$ cat src/rtl/bp_pkg.sv
// Shared definitions for the branch history table: default counter width, counter
// encodings and PC-to-index extraction.
package bp_pkg;

  localparam int unsigned CNT_W_DEFAULT = 2;

  typedef enum logic [1:0] {
    STRONG_NT = 2'd0,
    WEAK_NT   = 2'd1,
    WEAK_T    = 2'd2,
    STRONG_T  = 2'd3
  } cnt_state_e;

  // Instructions are word aligned, so PC[1:0] carry no index information.
  function automatic logic [31:0] pc_to_idx(input logic [31:0] pc, input int unsigned idx_w);
    return (pc >> 2) & ((32'd1 << idx_w) - 32'd1);
  endfunction

endpackage

$ cat src/rtl/sat_counter.sv
// Up/down counter that saturates at zero and at all-ones instead of wrapping.
module sat_counter #(
  parameter int unsigned      Width = 2,
  parameter logic [Width-1:0] Init  = '0
) (
  input  logic             clk_i,
  input  logic             rst_i,
  input  logic             en_i,
  input  logic             up_i,
  output logic [Width-1:0] cnt_o
);

  logic [Width-1:0] cnt_q, cnt_d;

  always_comb begin
    cnt_d = cnt_q;
    if (en_i) begin
      if (up_i) begin
        if (cnt_q != {Width{1'b1}}) cnt_d = cnt_q + Width'(1);
      end else if (cnt_q != '0) begin
        cnt_d = cnt_q - Width'(1);
      end
    end
  end

  always_ff @(posedge clk_i or posedge rst_i) begin
    if (rst_i) cnt_q <= Init;
    else       cnt_q <= cnt_d;
  end

  assign cnt_o = cnt_q;

endmodule

$ cat src/rtl/branch_predictor_bht.sv
// Branch history table: PC-indexed saturating counters predicted at ID, trained at EX,
// with saturating resolve/mispredict statistics.
module branch_predictor_bht
  import bp_pkg::*;
#(
  parameter int unsigned      IDX_W    = 4,
  parameter int unsigned      CNT_W    = CNT_W_DEFAULT,
  parameter logic [CNT_W-1:0] INIT_CNT = CNT_W'(WEAK_NT),
  parameter int unsigned      STAT_W   = 32
) (
  input  logic              clk_i,
  input  logic              rst_i,
  input  logic              lookup_valid_i,
  input  logic [31:0]       lookup_pc_i,
  output logic              predict_taken_o,
  input  logic              resolve_valid_i,
  input  logic [31:0]       resolve_pc_i,
  input  logic              resolve_taken_i,
  input  logic              resolve_pred_i,
  output logic              mispredict_o,
  output logic [STAT_W-1:0] branch_cnt_o,
  output logic [STAT_W-1:0] mispred_cnt_o
);

  localparam int unsigned Entries = 2 ** IDX_W;

  logic [IDX_W-1:0] lidx, ridx;
  logic [CNT_W-1:0] cnt [Entries];

  assign lidx = IDX_W'(pc_to_idx(lookup_pc_i, IDX_W));
  assign ridx = IDX_W'(pc_to_idx(resolve_pc_i, IDX_W));

  // Gating with resolve_valid_i first keeps X on resolve_* from reaching any enable.
  for (genvar i = 0; i < Entries; i++) begin : g_entry
    sat_counter #(
      .Width (CNT_W),
      .Init  (INIT_CNT)
    ) u_cnt (
      .clk_i (clk_i),
      .rst_i (rst_i),
      .en_i  (resolve_valid_i && (ridx == IDX_W'(i))),
      .up_i  (resolve_taken_i),
      .cnt_o (cnt[i])
    );
  end

  // Reads the registered value, so a same-cycle update is seen only from the next cycle.
  assign predict_taken_o = lookup_valid_i & cnt[lidx][CNT_W-1];
  assign mispredict_o    = resolve_valid_i & (resolve_taken_i ^ resolve_pred_i);

  sat_counter #(
    .Width (STAT_W),
    .Init  ('0)
  ) u_branch_cnt (
    .clk_i (clk_i),
    .rst_i (rst_i),
    .en_i  (resolve_valid_i),
    .up_i  (1'b1),
    .cnt_o (branch_cnt_o)
  );

  sat_counter #(
    .Width (STAT_W),
    .Init  ('0)
  ) u_mispred_cnt (
    .clk_i (clk_i),
    .rst_i (rst_i),
    .en_i  (mispredict_o),
    .up_i  (1'b1),
    .cnt_o (mispred_cnt_o)
  );

endmodule

$ cat config.mk
export PLATFORM = sky130hd
export DESIGN_NAME = branch_predictor_bht
export DESIGN_NICKNAME = d
export VERILOG_FILES = /design/src/rtl/bp_pkg.sv /design/src/rtl/sat_counter.sv /design/src/rtl/branch_predictor_bht.sv
export SDC_FILE = /design/constraint.sdc
export NUM_CORES = 1
export LEC_CHECK = 0
export CAP_MARGIN = 5
export CORE_MARGIN = 1
export CORE_UTILIZATION = 54
export CTS_BUF_LIST = sky130_fd_sc_hd__clkbuf_2
export DETAILED_ROUTE_END_ITERATION = 8
export GPL_ROUTABILITY_DRIVEN = 1
export PLACE_DENSITY_LB_ADDON = 0.05
export SLEW_MARGIN = 5
export SYNTH_ARGS = -nofsm -noshare
export SYNTH_HDL_FRONTEND = slang
export SYNTH_SLANG_ARGS = --single-unit
$ cat constraint.sdc
create_clock -name clk_i -period 5.7 [get_ports clk_i]
set_input_delay 0.57 -clock clk_i [delete_from_list [all_inputs] [get_ports clk_i]]
set_output_delay 0.57 -clock clk_i [all_outputs]
set_load 0.1 [all_outputs]
==> results.toml <==
[die]
coreArea_sq_um = 8763
initial_core_util_pct = 55.94
die-area_sq_um = 9463
fp.dieH_um = 97.28
ioPinCount = 136
std_cell_rows = 34
dieWidth_um = 97.28

[sta]
drv_slew = 0
final.period_utilization_pct = 68.97
fin_skew_ns = 0.05175
setup_slack_ns = 1.769
tns_ns = 0
worst_slew_pin_slew_ns = 1.007
hold_viol = 0
slew_headroom_pct = 32.68
finalSetupViolations = 0
rsz0062_at_grt = "false"
layout_min_cycle_time_ns = 3.931
fmax_mhz = 254.4

[power_and_ir_drop]
ir_drop_mv = 0.4445
p_per_area_nw_per_um2 = 305.4
power.total_mw = 1.802
p_leak_nw = 2.345

[final_layout]
area_growth_pct = 20.34
antenna_cells = 0
fin_nets = 637
postLayoutCoreUtil_pct = 67.32
drive_gt1_share_pct = 10.18

[worst_setup_path]
critPathTopFamily = "buffers and inverters"
endpoint_kind = "output port"
path_max_fanout = 4
slowest_stage = "clkdlybuf4s50_1"
cp-start-kind = "input port"
path_class = "in -> out"
worstPathCellList = "clkdlybuf4s50_1 -> mux4_2 -> mux4_2 -> and2_1 -> clkdlybuf4s50_1"
r2r-start = "u_branch_cnt.cnt_o[1]$_DFFE_PP0P_"
crit_start = "lookup_pc_i[3]"
critical_path.max_stage_delay_ns = 0.96
cp.arrival_ns = 3.36
required_ns = 5.13
crit_buf_inv = 2

[synth]
synth_fa_ha_area_share_pct = 0.5105
yosysMostFrequentCell = "dfrtp_1"
async_flop_share_pct = 100.0
synthSimpleGateAreaFrac_pct = 22.43
ys_top_cells_by_count = "dfrtp_1, nand2_1, xnor2_1"
synth.distinct_cells = 47
synth-seq-area-share_pct = 49.41
synth_mux_area_share_pct = 3.344
synth_top_cell_area_share_pct = 40.84
synth_top_family_by_area = "simple AND/OR/NAND/NOR gates"
synth-edff-count = 0
synth-main-ff-cell = "dfrtp_1"
synth_nets = 555
yosysTopAreaCell = "dfrtp_1"
synth-seq-cells = 96
ys_top_cells_by_area = "dfrtp_1, dfstp_2, xnor2_1, nand2_1, nand3_1"
synth.cell_area_sq_um = 4902
yosysWarnings = 0
synthCells = 483
syn_area_per_cell_sq_um = 10.15
synth_compound_area_share_pct = 11.69
synth_xor_area_share_pct = 11.08

[clock_network]
post_cts_buffers = 0
htreeDepth = 3
path_clk_slew_ns = 0.29
cts_tree = "built"
ctsHoldBuffers = 0
clock_latency_ns = 0.56
cts_buffer_depth = 2
cts.root.buffer_cell = "clkbuf_2"
clock-sinks = 96
ctsResizeCount = 0
cts_buffers = 9

[route]
finalWirelength_mm = 10.48
ant_nets = 0
drt_iter0_drc = 196
drc_errors = 0
viasPerCell = 5.785
wire_per_inst_um = 15.46
first_pass_iters = 4
vias = 3922

[placed_design]
routabilityCongestion = 0.8090
hpwl_mm = 7.591
place_ws_ns = 1.758
port_buffers = 79

[global_routing]
grt_first_pass_wirelength_mm = 17.97
grt_max_degree = 61
track_usage_pct = 23.27
grt-ovfl-total = 0
antenna_found_initial = 0
grt_pass1_vias = 3863

[worst_hold_path]
hp-class = "in -> async"

[job]
max_cap_violations = 0

[run_status]
run_status = "complete, no violations"
==> metrics by stage <==
| stage | instance area, sq um | hold WS [ns] | instances |
|---|---|---|---|
| global route | 5899 | 0.5272 | 678 |
| floorplan | 4902 | 0.4641 | 483 |
| CTS | 5899 | 0.4863 | 678 |
| global placement | 5799 | 0.4704 | 662 |
| finish | 5899 | 0.4926 | 678 |
| detailed placement | 5799 | 0.4825 | 662 |
==> worst paths after layout <==
kind | to | slack [ns] | cells past startpoint
setup / recovery | predict_taken_o | 1.77 | 5
hold / removal | u_branch_cnt.cnt_o[18]$_DFFE_PP0P_ | 0.49 | 2
setup reg to reg | u_branch_cnt.cnt_o[6]$_DFFE_PP0P_ | 3.58 | 6
hold reg to reg | g_entry[10].u_cnt.cnt_o[0]$_DFFE_PP1P_ | 0.50 | 1
max in group asynchronous | g_entry[10].u_cnt.cnt_o[0]$_DFFE_PP1P_ | 4.12 | 3
min in group clk_i | g_entry[10].u_cnt.cnt_o[0]$_DFFE_PP1P_ | 0.50 | 1
==> logic make-up after synthesis <==
group | after synthesis
compound gates | 92
xor+xnor | 62
fa+ha+maj | 2
buf+inv | 19
flops | 96
mux | 10
simple gates | 202
==> per-layer routing <==
| layer | GRT usage (%) | share of wire, % | vias to the layer above |
|---|---|---|---|
| met2 | 39.06 | 49 | 76 |
| met5 | 0 | 0 | - |
| met4 | 7.240 | 1.0 | 0 |
| met3 | 3.885 | 3.5 | 9 |
| met1 | 31.07 | 47 | 1933 |
| li1 | - | - | 1904 |
==> layout by cell type (no fill, tap or decap), drive strengths merged, types with 16 or more instances in the layout <==
cell,n
dfrtp,80
clkdlybuf4s50,79
nand2,47
xnor2,46
nor2,40
nand3,35
a21oi,34
o21ai,33
nand4,22
xor2,16
dfstp,16
==> worst reg2reg max path: cells and delay by family, from the launching register on <==
| family | cells | cell delay [ns] |
|---|---|---|
| adders and majority gates | 1 | 0.20 |
| xor gates and xnor gates | 1 | 0.16 |
| DFF | 1 | 0.48 |
| AOI/OAI and AO/OA | 1 | 0.31 |
| and+or+nand+nor | 3 | 0.91 |
==> final cells by class <==
| type | count | area (sq um) |
|---|---|---|
| Fill cell | 731 | 2864 |
| Multi-Input combinational cell | 368 | 2405 |
| Inverter | 10 | 38.79 |
| Timing Repair Buffer | 80 | 798.3 |
| Tap cell | 108 | 135.1 |
| Clock inverter | 6 | 50.05 |
| Sequential cell | 96 | 2422 |
| Clock buffer | 10 | 50.05 |
==> flip-flops by register name (all words and copies together) (netlist names) <==
name and cells:
g_entry.u_cnt.cnt_o 32, u_branch_cnt.cnt_o 32, u_mispred_cnt.cnt_o 32
==> power breakdown <==
part           switching, mW  leakage, nW  internal [mW]
logic                  0.479         1.09          0.155
registers             0.0964         1.19          0.764
clock network          0.238       0.0669         0.0675
total                  0.814         2.34          0.987
No activity file was read; power rests on OpenSTA's default activity.
